$ cat config.mk
export PLATFORM = sky130hd
export DESIGN_NAME = fma_round_pipe
export DESIGN_NICKNAME = d
export VERILOG_FILES = /design/src/rtl/fma_round_pipe.sv
export SDC_FILE = /design/constraint.sdc
export NUM_CORES = 1
export LEC_CHECK = 0
export BUFFER_PORTS_ARGS = -buffer_cell sky130_fd_sc_hd__buf_2
export CORE_ASPECT_RATIO = 1.25
export CORE_UTILIZATION = 52
export CTS_BUF_LIST = sky130_fd_sc_hd__clkbuf_8
export CTS_CLUSTER_DIAMETER = 200
export DETAILED_ROUTE_END_ITERATION = 10
export HOLD_SLACK_MARGIN = 0.08
export PLACE_DENSITY = 0.83
export SLEW_MARGIN = 15
export SYNTH_ARGS = -nofsm -noshare
export SYNTH_HDL_FRONTEND = slang
export SYNTH_SLANG_ARGS = --single-unit
$ cat constraint.sdc
create_clock -name clk -period 2.4 [get_ports clk]
set_clock_uncertainty 0.05 [all_clocks]
set_input_delay 0 -clock clk [delete_from_list [all_inputs] [get_ports clk]]
set_output_delay 0 -clock clk [all_outputs]
set_load 0.005 [all_outputs]
$ cat src/rtl/fma_round_pipe.sv
// fma_round_pipe: two-stage valid/ready rounding stage for the FMA datapath.
// The first stage registers the normalised operand and a decoded round
// operation. The second stage applies it and registers the packed IEEE result
// together with the overflow and inexact flags.
// Compile-time option: define FMA_RNMM_EN to give roundmode 3'b100
// round-to-nearest-ties-away behaviour. When it is undefined, 3'b100 is
// handled as RNE and no RNMM logic is built.
module fma_round_pipe #(
    parameter int NF = 10,
    parameter int NE = 5
) (
    input  logic             clk,
    input  logic             reset_n,
    input  logic             in_valid,
    output logic             in_ready,
    input  logic [2:0]       roundmode,
    input  logic             m_sign,
    input  logic [NE+1:0]    m_exp,
    input  logic [NF-1:0]    m_fract,
    input  logic             guard,
    input  logic             sticky,
    input  logic             diff_sign,
    input  logic             kill_z,
    input  logic             p_sign,
    output logic             out_valid,
    input  logic             out_ready,
    output logic [NE+NF:0]   out_result,
    output logic             out_of,
    output logic             out_nx,
    output logic [1:0]       acc_flags,
    input  logic             flag_clr
);

    localparam int EW = NE + 2;
    localparam logic [EW:0] EMAX = (EW+1)'(2**NE - 2);

    localparam logic [2:0] RM_RZ  = 3'b000;
    localparam logic [2:0] RM_RNE = 3'b001;
    localparam logic [2:0] RM_RDN = 3'b010;
    localparam logic [2:0] RM_RUP = 3'b011;
`ifdef FMA_RNMM_EN
    localparam logic [2:0] RM_RNMM = 3'b100;
`endif

    localparam logic [2:0] OP_TRUNC = 3'd0;
    localparam logic [2:0] OP_RND   = 3'd1;
    localparam logic [2:0] OP_P_INF = 3'd2;
    localparam logic [2:0] OP_N_INF = 3'd3;
    localparam logic [2:0] OP_P_MAX = 3'd4;
    localparam logic [2:0] OP_N_MAX = 3'd5;

    // Returns the packed INF or MAX pattern that an overflow op selects.
    function automatic logic [NE+NF:0] enc_special(input logic [2:0] op);
        logic [NE+NF:0] r;
        case (op)
            OP_P_INF: r = {1'b0, {NE{1'b1}}, {NF{1'b0}}};
            OP_N_INF: r = {1'b1, {NE{1'b1}}, {NF{1'b0}}};
            OP_N_MAX: r = {1'b1, EMAX[NE-1:0], {NF{1'b1}}};
            default:  r = {1'b0, EMAX[NE-1:0], {NF{1'b1}}};
        endcase
        return r;
    endfunction

    logic [2:0]      mode_eff;
    logic            sign_sel;
    logic            ovf0;
    logic            rnd_sel;
    logic [2:0]      ovf_op;
    logic [2:0]      op_sel;

    logic            s1_valid_q, s1_valid_d;
    logic            s1_sign_q, s1_sign_d;
    logic [EW-1:0]   s1_exp_q, s1_exp_d;
    logic [NF-1:0]   s1_fract_q, s1_fract_d;
    logic [2:0]      s1_op_q, s1_op_d;
    logic [2:0]      s1_ovf_op_q, s1_ovf_op_d;
    logic            s1_inexact_q, s1_inexact_d;

    logic            s2_valid_q, s2_valid_d;
    logic [NE+NF:0]  result_q, result_d;
    logic            of_q, of_d;
    logic            nx_q, nx_d;
    logic [1:0]      acc_q, acc_d;

    logic            s1_adv, s2_adv, load_s1, load_s2, hs;
    logic [NF+1:0]   inc;
    logic [EW:0]     exp_p1;
    logic [NE+NF:0]  rnd_result;
    logic            rnd_ovf;

    // Decode the incoming beat into its result sign and round operation.
    always_comb begin
        mode_eff = roundmode;
        if (roundmode[2]) mode_eff = RM_RNE;
`ifdef FMA_RNMM_EN
        if (roundmode == RM_RNMM) mode_eff = RM_RNMM;
`endif
        sign_sel = m_sign;
        if ((m_exp == '0) && (m_fract == '0) && diff_sign) begin
            if (kill_z & (guard | sticky)) sign_sel = p_sign;
            else                           sign_sel = (mode_eff == RM_RDN);
        end
        ovf0 = {1'b0, m_exp} > EMAX;
        case (mode_eff)
            RM_RZ:   ovf_op = sign_sel ? OP_N_MAX : OP_P_MAX;
            RM_RDN:  ovf_op = sign_sel ? OP_N_INF : OP_P_MAX;
            RM_RUP:  ovf_op = sign_sel ? OP_N_MAX : OP_P_INF;
            default: ovf_op = sign_sel ? OP_N_INF : OP_P_INF;
        endcase
        case (mode_eff)
            RM_RZ:   rnd_sel = 1'b0;
            RM_RDN:  rnd_sel = sign_sel & (guard | sticky);
            RM_RUP:  rnd_sel = ~sign_sel & (guard | sticky);
`ifdef FMA_RNMM_EN
            RM_RNMM: rnd_sel = guard;
`endif
            default: rnd_sel = guard & (m_fract[0] | sticky);
        endcase
        op_sel = ovf0 ? ovf_op : (rnd_sel ? OP_RND : OP_TRUNC);
    end

    // Apply the stage-1 round op. A carry out of the fraction can overflow the exponent.
    always_comb begin
        inc        = {1'b0, 1'b1, s1_fract_q} + (NF+2)'(1);
        exp_p1     = {1'b0, s1_exp_q} + (EW+1)'(1);
        rnd_ovf    = 1'b0;
        rnd_result = {s1_sign_q, s1_exp_q[NE-1:0], s1_fract_q};
        case (s1_op_q)
            OP_TRUNC: rnd_ovf = 1'b0;
            OP_RND: begin
                if (inc[NF+1]) begin
                    rnd_ovf = exp_p1 > EMAX;
                    if (rnd_ovf) rnd_result = enc_special(s1_ovf_op_q);
                    else         rnd_result = {s1_sign_q, exp_p1[NE-1:0], inc[NF:1]};
                end else begin
                    rnd_result = {s1_sign_q, s1_exp_q[NE-1:0], inc[NF-1:0]};
                end
            end
            default: begin
                rnd_ovf    = 1'b1;
                rnd_result = enc_special(s1_op_q);
            end
        endcase
    end

    // Pipeline handshake, next-state of both stages and the sticky flag accumulator.
    always_comb begin
        s2_adv  = ~s2_valid_q | out_ready;
        s1_adv  = ~s1_valid_q | s2_adv;
        load_s1 = in_valid & s1_adv;
        load_s2 = s2_adv & s1_valid_q;
        hs      = s2_valid_q & out_ready;

        s1_valid_d   = s1_adv ? in_valid : s1_valid_q;
        s1_sign_d    = load_s1 ? sign_sel : s1_sign_q;
        s1_exp_d     = load_s1 ? m_exp : s1_exp_q;
        s1_fract_d   = load_s1 ? m_fract : s1_fract_q;
        s1_op_d      = load_s1 ? op_sel : s1_op_q;
        s1_ovf_op_d  = load_s1 ? ovf_op : s1_ovf_op_q;
        s1_inexact_d = load_s1 ? (guard | sticky) : s1_inexact_q;

        s2_valid_d = s2_adv ? s1_valid_q : s2_valid_q;
        result_d   = load_s2 ? rnd_result : result_q;
        of_d       = load_s2 ? rnd_ovf : of_q;
        nx_d       = load_s2 ? (s1_inexact_q | rnd_ovf) : nx_q;

        // A handshake coinciding with a clear leaves only that beat's flags.
        acc_d = flag_clr ? 2'b00 : acc_q;
        if (hs) acc_d = acc_d | {of_q, nx_q};
    end

    // State registers; reset discards any beat in flight.
    always_ff @(posedge clk or negedge reset_n) begin
        if (!reset_n) begin
            s1_valid_q   <= 1'b0;
            s1_sign_q    <= 1'b0;
            s1_exp_q     <= '0;
            s1_fract_q   <= '0;
            s1_op_q      <= OP_TRUNC;
            s1_ovf_op_q  <= OP_P_INF;
            s1_inexact_q <= 1'b0;
            s2_valid_q   <= 1'b0;
            result_q     <= '0;
            of_q         <= 1'b0;
            nx_q         <= 1'b0;
            acc_q        <= 2'b00;
        end else begin
            s1_valid_q   <= s1_valid_d;
            s1_sign_q    <= s1_sign_d;
            s1_exp_q     <= s1_exp_d;
            s1_fract_q   <= s1_fract_d;
            s1_op_q      <= s1_op_d;
            s1_ovf_op_q  <= s1_ovf_op_d;
            s1_inexact_q <= s1_inexact_d;
            s2_valid_q   <= s2_valid_d;
            result_q     <= result_d;
            of_q         <= of_d;
            nx_q         <= nx_d;
            acc_q        <= acc_d;
        end
    end

    assign in_ready   = s1_adv;
    assign out_valid  = s2_valid_q;
    assign out_result = result_q;
    assign out_of     = of_q;
    assign out_nx     = nx_q;
    assign acc_flags  = acc_q;

endmodule
* After elaboration in Yosys (flattened, before gate mapping)
Index checks and enable logic that the tools add are counted.
Cells by class: add/subtract/negate cells 2, order comparisons 2, eq/ne operators 9, mux-type cells 20, bitwise gates (word level) 16, reduce and logical (&&, ||, !) cells 6
Operators by type and width (count):
- 16-bit case mux with 3 select lines | 2
- 16-bit 2-to-1 mux | 2
- 16-bit case mux with 2 select lines | 1
- 11-bit by 1-bit adder with 12-bit output, second input constant | 1
- 3-bit by 2-bit equality test with 1-bit output, second input constant | 4
- 10-bit zero test | 1
- 3-bit 2-to-1 mux | 3
- 3-bit case mux with 3 select lines | 1
- 7-bit by 1-bit adder with 8-bit output, second input constant | 1
- 8-bit by 5-bit > comparator with 1-bit output, second input constant | 1
- 1-bit AND | 7
- 7-bit by 5-bit > comparator with 1-bit output, second input constant | 1
- 7-bit zero test | 1
- 3-bit equality test, second input constant | 2
- 3-bit zero test | 2
- 1-bit 2-to-1 mux | 6
- 2-bit 2-to-1 mux | 3
- 1-bit OR | 5
- 2-bit equality test, second input constant | 2
- 3-bit by 1-bit equality test with 1-bit output, second input constant | 1
- 1-bit NOT | 3
- 1-bit case mux with 3 select lines | 1
- 1-bit logical AND | 2
- 2-bit OR | 1
- 1-bit case mux with 2 select lines | 1
Word-level totals: register bits 47, input port bits 31, output and inout port bits 22, logic and storage cells 67

* Depth between registers and ports, before layout
Gate-level depths: netlist of run 1.
depth in word-level cells 9, depth in mapped cells 9, gate-level depth less buffers 9

* Worst setup path before layout of run 1
OpenSTA, ideal clock, no wires.
path kind register -> register, start point register s1_exp_q[1], end point register result_q[15], in the netlist out_result[15], library setup time 0.082 ns, arrival time 2.219 ns, required time 2.268 ns, slack 0.049 ns, cell stages (with the launch flop) 9, buffers on the path 0, clock period less this slack 2.351 ns, cells stage by stage dfrtp_1 -> inv_1 -> ha_1 -> nor2_1 -> or4b_4 -> nand4_4 -> nand2_4 -> or4_1 -> a31oi_1
On the way: word-level cells in the longest chain between the ends 5
RTL lines:
- start, declared | RTL line 73 | logic [EW-1:0] s1_exp_q, s1_exp_d;
- start signal, assigned | RTL line 190 | s1_exp_q <= s1_exp_d;
- 7-bit by 1-bit adder with 8-bit output | RTL line 125 | exp_p1 = {1'b0, s1_exp_q} + (EW+1)'(1);
- 8-bit by 5-bit > comparator with 1-bit output | RTL line 132 | rnd_ovf = exp_p1 > EMAX;
- 16-bit 2-to-1 mux | RTL line 133 | if (rnd_ovf) rnd_result = enc_special(s1_ovf_op_q);
- 16-bit 2-to-1 mux | RTL line 131 | if (inc[NF+1]) begin
- 16-bit case mux with 2 select lines | RTL line 128 | case (s1_op_q)
- end signal, assigned | RTL line 196 | result_q <= result_d;
- end, declared | RTL line 80 | logic [NE+NF:0] result_q, result_d;
No other way between the ends. A chain may end at the register's enable or synchronous reset.

* Worst setup path in the final report of run 1
start point input port m_fract[4], end point register s1_op_q[0]
On the way: word-level cells in the longest chain between the ends 9, elaborated cells between the ends (all ways) 15, those cells by class 9 x mux; 3 x bitwise; 3 x reduce/logical
RTL lines:
- start, declared | RTL line 19 | input logic [NF-1:0] m_fract,
- 10-bit zero test * | RTL line 99 | if ((m_exp == '0) && (m_fract == '0) && diff_sign) begin
- 1-bit logical AND * (2 in a row) | RTL line 99
- 1-bit 2-to-1 mux * | RTL line 99
- net sign_sel | RTL line 65 | logic sign_sel;
- 1-bit NOT | RTL line 113 | RM_RUP: rnd_sel = ~sign_sel & (guard | sticky);
- 1-bit AND | RTL line 113
- 1-bit case mux with 3 select lines | RTL line 110 | case (mode_eff)
- 1-bit 2-to-1 mux | RTL line 119 | op_sel = ovf0 ? ovf_op : (rnd_sel ? OP_RND : OP_TRUNC);
- 3-bit 2-to-1 mux * | RTL line 119
- end signal, assigned | RTL line 192 | s1_op_q <= s1_op_d;
- end, declared | RTL line 75 | logic [2:0] s1_op_q, s1_op_d;
Mark *: on every way through the listed nets, which the timed path passes. The rest lies on a longest branch.

==> flow_summary_export.csv, run 1 <==
group,metric,value,unit
setup_path,crit_cells,11,
layout,fin_cells,479,
layout,num_antenna_cells,0,
logic_synthesis,ys.flop_type,"dfrtp_1",
sta,max_freq,417,MHz
setup_path,slowest_delay,0.62,ns
layout,finalInstanceArea,3680,µm²
power_and_ir_drop,power_frac_comb,32.6,%
sta,period_needed,2.40,ns
logic_synthesis,syn_nets,356,
cts,clkTransAtPathRegs,0.09,ns
placed_design,dp.cells,445,
worst_hold_path,hold_depth,3,
power_and_ir_drop,power_frac_seq,45.6,%
route,first_pass_iters,5,
logic_synthesis,synth_area_leaders,"dfrtp_1 (43%), nand2_1 (10%), o21ai_0 (3.7%)",
route,via_per_inst,5.94,
cts,cts_tree,"built",
global_route,grt_pass1_vias,2670,
sta,finalCritPeriodShare,100,%
power_and_ir_drop,switchingPower,789,µW
floorplanning,initial_core_util,53.7,%
power_and_ir_drop,p_int,1.52,mW
logic_synthesis,avgSynthCellArea,8.43,µm²
route,routed_wl,8020,µm
cts,insertion_delay,0.31,ns
setup_path,arrival,2.59,ns
logic_synthesis,ys_warn_count,0,
floorplanning,ios,53,
global_route,gr-usage-met3,4.12,%
floorplanning,rows,29,
setup_path,cp_max_fo,3,
setup_path,cp_slowest_cell,"dlygate4sd3_1",
route,ant_nets,0,
sta,rsz0062_at_grt,"true",
power_and_ir_drop,power.share.clock,21.8,%
setup_path,startpoint,"m_fract[4]",
setup_path,path_cells,"dlygate4sd3_1 > nor4_4 > nand3_2 > nor4_4 > buf_4 > mux2_4 > ha_4 > a31oi_1 > a21oi_1 > o22ai_1 > a21oi_1",
global_route,grt_pass1_wl,12200,µm
global_route,grt.total_usage,29.4,%
cts,cts.path.max_buffers,2,
layout,drive_gt1_share,25.7,%
floorplanning,die_area,5500,µm²
layout,final_cell_mix,"nand2_1 (75), dfrtp_1 (46), buf_2 (45)",
floorplanning,die_w,66.5,µm
global_route,met1_usage,35.7,%
cts,cts_inserted_buffers,5,
global_route,use_met2,52.6,%
placed_design,dpl.hpwl,5220,µm
layout,fin_nets,451,
setup_path,critPathCaptureType,"register",
placed_design,dpl_cell_area,3170,µm²
setup_path,critPathBufInv,2,
placed_design,io_buffers,52,
global_route,antenna_found_initial,0,
cts,cts.sinks,47,
cts,root_buffer,"clkbuf_8",
route,num_vias,2846,
global_route,grt_max_degree,48,
floorplanning,design.core.area,5040,µm²
route,drt-initial-drc-count,283,
global_route,top_usage_layer,"met2",
route,drc,0,
logic_synthesis,seq_area_frac_synth,43.5,%
setup_path,worst_r2r_path_depth,8,
worst_hold_path,holdCritPathClass,"in -> reg",
power_and_ir_drop,p_leak,1.68,nW
sta,setup_viol,0,
sta,slew_violations,0,
global_route,grt.overflow.total,0,
logic_synthesis,synthArstFlopShare,100,%
power_and_ir_drop,switching_share,34.2,%
layout,syn2layout_area_growth,36.0,%
logic_synthesis,synth_edf_count,0,
setup_path,r2r-start,"s1_exp_q[0]",
logic_synthesis,netlist_area,2710,µm²
floorplanning,chipHeight,82.7,µm
power_and_ir_drop,p_per_area,627,nW/µm²
logic_synthesis,synth_cell_types,56,
route,routedWlPerCell,16.7,µm
logic_synthesis,syn_inst,321,
logic_synthesis,yosys_register_bits,47,
layout,final_common_cell,"nand2_1",
outcome,status,"finished, final reports clean",
setup_path,crit_required,2.59,ns
setup_path,critPathKind,"in -> reg",
setup_path,setup.worst_path.start_class,"input pin",
sta,finalHoldViolations,0,
setup_path,reg2reg_slack,0.08,ns
placed_design,gp_congestion,0.939,
worst_hold_path,worstHoldStart,"m_fract[0]",
setup_path,critPathTopFamily,"buffers and inverters",
logic_synthesis,synth_top_area_cell,"dfrtp_1",
power_and_ir_drop,ir_worst_vdd,0.000399,V
sta,max-slew-margin-rel,31.6,%
flow_run,max-cap-violations,0,
sta,tightestPinTransition,1.03,ns
logic_synthesis,synth_top_area_share,42.5,%
cts,htreeDepth,2,
cells in the mapped netlist, types with 5 or more instances:
| library cell | count |
|---|---|
| nand2_1 | 75 |
| nor4_1 | 5 |
| dfrtp_1 | 46 |
| inv_1 | 8 |
| o22a_1 | 6 |
| clkbuf_1 | 13 |
| a21oi_1 | 18 |
| o21ai_0 | 20 |
| a31oi_1 | 8 |
| nand4_1 | 5 |
| nand3_1 | 13 |
| nor2_1 | 25 |
sequential cells by signal (all words and copies together), names as in the netlist:
name          flops
s1_ovf_op_q       3
s1_exp_q          7
out_valid         1
s1_op_q           3
s1_inexact_q      1
out_nx            1
s1_sign_q         1
s1_valid_q        1
s1_fract_q       10
acc_flags         2
out_of            1
out_result       16
timing repair:
action / in CTS / in global routing
gates resized for setup: 0 / 25
buffers inserted: 0 / 1
setup endpoints to repair: 1 / 10
hold endpoints to repair: 73 / 4
pin swaps: 1 / 10
hold buffers: 28 / 4
worst min-delay path, delay by kind of cell:
family	cells	cell delay, ns
buffers and inverters	1	0.24
and+or+nand+nor	2	0.17
routing by layer:
metal | share of wire, % | vias up
met4 | 2.8 | 0
met3 | 5.1 | 24
met1 | 40 | 1349
met2 | 52 | 129
met5 | 0 | -
li1 | - | 1344
path summary, 6_finish.rpt:
check                                  to
max                            s1_op_q[0]
min                         s1_fract_q[0]
max reg2reg                out_result[15]
min reg2reg                out_result[13]
max in group asynchronous  out_result[13]
min in group asynchronous    acc_flags[1]
layout make-up:
type / instances / area (µm²)
clock inverter: 2 / 12.5
sequential: 47 / 1180
timing repair buffer: 103 / 758
fill: 365 / 1360
inverter: 9 / 33.8
tap: 62 / 77.6
multi-input combinational: 250 / 1540
clock buffer: 6 / 82.6
kinds of logic after synthesis:
family,after synthesis,synth area share (%)
compound gates,80,19.6
xor+xnor,6,1.94
fa+ha+maj,4,1.85
buf+inv,24,3.51
flops,47,43.5
mux,4,1.62
simple gates,156,28.0
power by group through the flow:
stage,clock network [mW],registers [mW],logic (mW)
floorplan,0,1.04,0.389
global placement,0,1.06,0.647
detailed placement,0,1.07,0.666
CTS,0.501,1.05,0.708
global route,0.533,1.07,0.836
finish,0.502,1.05,0.753
through the flow:
stage	setup TNS, ns	hold slack [ns]	setup slack [ns]	power, mW	util, %
2_1_floorplan	0	-0.346	0.0490	1.43	-
3_3_place_gp	0	0.139	0.106	1.70	62.9
5_1_grt	-0.130	0.113	-0.130	2.44	73.0
3_5_place_dp	0	0.157	0.0319	1.73	62.9
6_report	0	0.0822	0.000860	2.31	73.0
4_1_cts	0	0.116	0.00308	2.26	70.3
No activity file was read; power rests on OpenSTA's default activity.
==> inputs of run 2 (changes only) <==
--- a/config.mk
+++ b/config.mk
@@ -7,12 +7,12 @@
 export LEC_CHECK = 0
 export BUFFER_PORTS_ARGS = -buffer_cell sky130_fd_sc_hd__buf_2
 export CORE_ASPECT_RATIO = 1.25
-export CORE_UTILIZATION = 52
+export CORE_UTILIZATION = 53
 export CTS_BUF_LIST = sky130_fd_sc_hd__clkbuf_8
 export CTS_CLUSTER_DIAMETER = 200
 export DETAILED_ROUTE_END_ITERATION = 10
 export HOLD_SLACK_MARGIN = 0.08
-export PLACE_DENSITY = 0.83
+export PLACE_DENSITY = 0.81
 export SLEW_MARGIN = 15
 export SYNTH_ARGS = -nofsm -noshare
 export SYNTH_HDL_FRONTEND = slang
==> constraint.sdc (replaced) <==
create_clock -name clk -period 2.7 [get_ports clk]
set_clock_uncertainty 0.05 [all_clocks]
set_input_delay 0 -clock clk [delete_from_list [all_inputs] [get_ports clk]]
set_output_delay 0 -clock clk [all_outputs]
set_load 0.005 [all_outputs]
==> run 2 against run 1 <==
Clock power shrank 13%. Total power shrank 14%. Sequential share of layout area grew 2.0 points. Global-route usage shrank 1.4 points. Cell area shrank 5.9%. Final cell count shrank 3.3%. Routed wire length shrank 11%. Sequential power shrank 9%. Die area shrank 1.8%. First-iteration DRC count shrank 32%. Utilization shrank 1.3 points. Critical endpoint is now out_result[15]. Largest cell class unchanged. Largest power group unchanged.
==> flow_summary_export.csv, run 2 (synthesized netlist as in run 1, its figures left out) <==
group,metric,value,unit
route,first_pass_iters,6,
global_route,grt_pass1_wl,11600,µm
setup_path,crit_required,2.87,ns
global_route,grt_pass1_vias,2448,
placed_design,gp_congestion,0.926,
global_route,grt.overflow.total,0,
sta,finalCritPeriodShare,96.0,%
setup_path,startpoint,"s1_exp_q[1]",
sta,tightestPinTransition,0.996,ns
worst_hold_path,min_to,"s1_op_q[0]",
route,routed_wl,7160,µm
sta,max_freq,386,MHz
worst_hold_path,holdCritPathClass,"in -> reg",
placed_design,dpl.hpwl,4710,µm
setup_path,critPathCaptureType,"register",
layout,syn2layout_area_growth,28.0,%
power_and_ir_drop,p_per_area,572,nW/µm²
layout,regArea,1180,µm²
cts,cts_tree,"built",
setup_path,r2r-start,"s1_exp_q[1]",
setup_path,cp_slowest_cell,"or4_1",
worst_hold_path,hold_depth,5,
setup_path,worst_r2r_path_depth,8,
layout,fin_nets,437,
sta,rsz0062_at_grt,"true",
sta,fin_tns_setup,0,ns
cts,cts.sinks,47,
setup_path,critPathKind,"reg -> reg",
layout,num_antenna_cells,0,
layout,fillers,374,
cts,root_buffer,"clkbuf_8",
route,num_vias,2732,
setup_path,cp_max_fo,7,
floorplanning,design.core.area,4830,µm²
layout,multi_input_area,1480,µm²
power_and_ir_drop,p_leak,1.54,nW
setup_path,setup.worst_path.start_class,"register",
sta,max-slew-margin-rel,33.6,%
sta,finalHoldViolations,0,
floorplanning,ios,53,
floorplanning,die_w,65.9,µm
power_and_ir_drop,ir_worst_vdd,0.000325,V
floorplanning,chipHeight,81.9,µm
global_route,antenna_found_initial,0,
sta,holdWs,0.167,ns
floorplanning,die_area,5400,µm²
global_route,grt.total_usage,28.0,%
placed_design,io_buffers,52,
flow_run,max-cap-violations,0,
route,ant_nets,0,
worst_hold_path,worstHoldStart,"sticky",
route,via_per_inst,5.90,
setup_path,arrival,2.76,ns
cts,cts_inserted_buffers,5,
route,drt-initial-drc-count,192,
setup_path,reg2reg_to,"out_result[15]",
layout,final_common_cell,"nand2_1",
cts,insertion_delay,0.30,ns
setup_path,slowest_delay,0.54,ns
cts,htreeDepth,2,
setup_path,reg2reg_slack,0.11,ns
outcome,status,"finished, final reports clean",
cts,cts.path.max_buffers,2,
sta,slew_violations,0,
route,drc,0,
floorplanning,initial_core_util,56.0,%
global_route,grt_max_degree,48,
cts,clkTransAtPathRegs,0.09,ns
power_and_ir_drop,total_power,1.98,mW
route,routedWlPerCell,15.5,µm
floorplanning,rows,28,
layout,largest_reg_flops,16,
sta,setup_viol,0,
layout,final_cell_mix,"nand2_1 (75), buf_2 (52), dfrtp_1 (46)",
sta,period_needed,2.59,ns
setup_path,path_cells,"inv_1 > ha_1 > nor2_1 > or4b_4 > nand4_4 > nand2_4 > or4_1 > a31oi_1",
layout,drive_gt1_share,22.1,%
-- run 2: cell types whose count changed in the layout (fill, tap and decap cells not counted), moves of 2 or more --
cell,before,now
ha_4,2,0
nor4_4,2,0
buf_4,26,10
or4_1,0,2
buf_2,45,52
or4_4,2,0
ha_1,1,4
dlygate4sd3_1,25,27
dlymetal6s4s_1,7,0
nor4_2,2,4
-- run 2: layer usage --
| metal | GRT usage (%) | wire [µm] | vias up |
|---|---|---|---|
| met5 | 0 | 0 | - |
| met4 | 7.02 | 51 | 0 |
| met3 | 3.75 | 437 | 6 |
| met2 | 48.1 | 3670 | 135 |
| met1 | 37.2 | 3010 | 1279 |
| li1 | - | - | 1312 |
-- run 2: power by group --
part	leakage, nW	total [mW]	switching (mW)	internal (mW)
logic	0.938	0.592	0.317	0.275
clock network	0.0526	0.439	0.232	0.206
registers	0.547	0.951	0.121	0.829
-- run 2: how the worst max path moves through the flow --
stage | end | slack, ns | depth (start not counted)
after floorplan | out_result[15] | 0.35 | 8
after global placement | out_result[15] | 0.26 | 8
after detailed placement | out_result[6] | 0.18 | 8
after CTS | out_result[6] | 0.13 | 8
after global routing | s1_op_q[0] | -0.01 | 12
final | out_result[15] | 0.11 | 8
-- run 2: layout make-up --
cell class / instances / share of cell area [%]
Tap cell: 60 / 2.17
Clock inverter: 2 / 0.361
Multi-Input combinational cell: 250 / 42.7
Sequential cell: 47 / 34.0
Inverter: 9 / 0.975
Timing Repair Buffer: 89 / 17.5
Clock buffer: 6 / 2.38
-- run 2: critical path, delay by kind of cell, from the launching register on --
family	cells	cell delay, ns
AND/OR/NAND/NOR	5	1.41
flip-flops	1	0.47
adder cells (fa/ha/maj)	1	0.29
AO/OA/AOI/OAI	1	0.19
buffers and inverters	1	0.09
-- run 2: what timing repair did --
action,4_1_cts,5_1_grt
gates resized for setup,0,6
hold endpoints to repair,73,0
buffers inserted,0,0
hold buffers,27,0
setup endpoints to repair,0,6
-- run 2: stage by stage --
step / setup slack (ns) / instance area (µm²) / std cells / utilization (%)
after floorplan: 0.349 / 2710 / 321 / -
after global placement: 0.262 / 3060 / 428 / 63.2
after detailed placement: 0.176 / 3060 / 428 / 63.2
after CTS: 0.126 / 3420 / 463 / 70.8
after global routing: -0.0117 / 3470 / 463 / 71.7
final: 0.109 / 3470 / 463 / 71.7
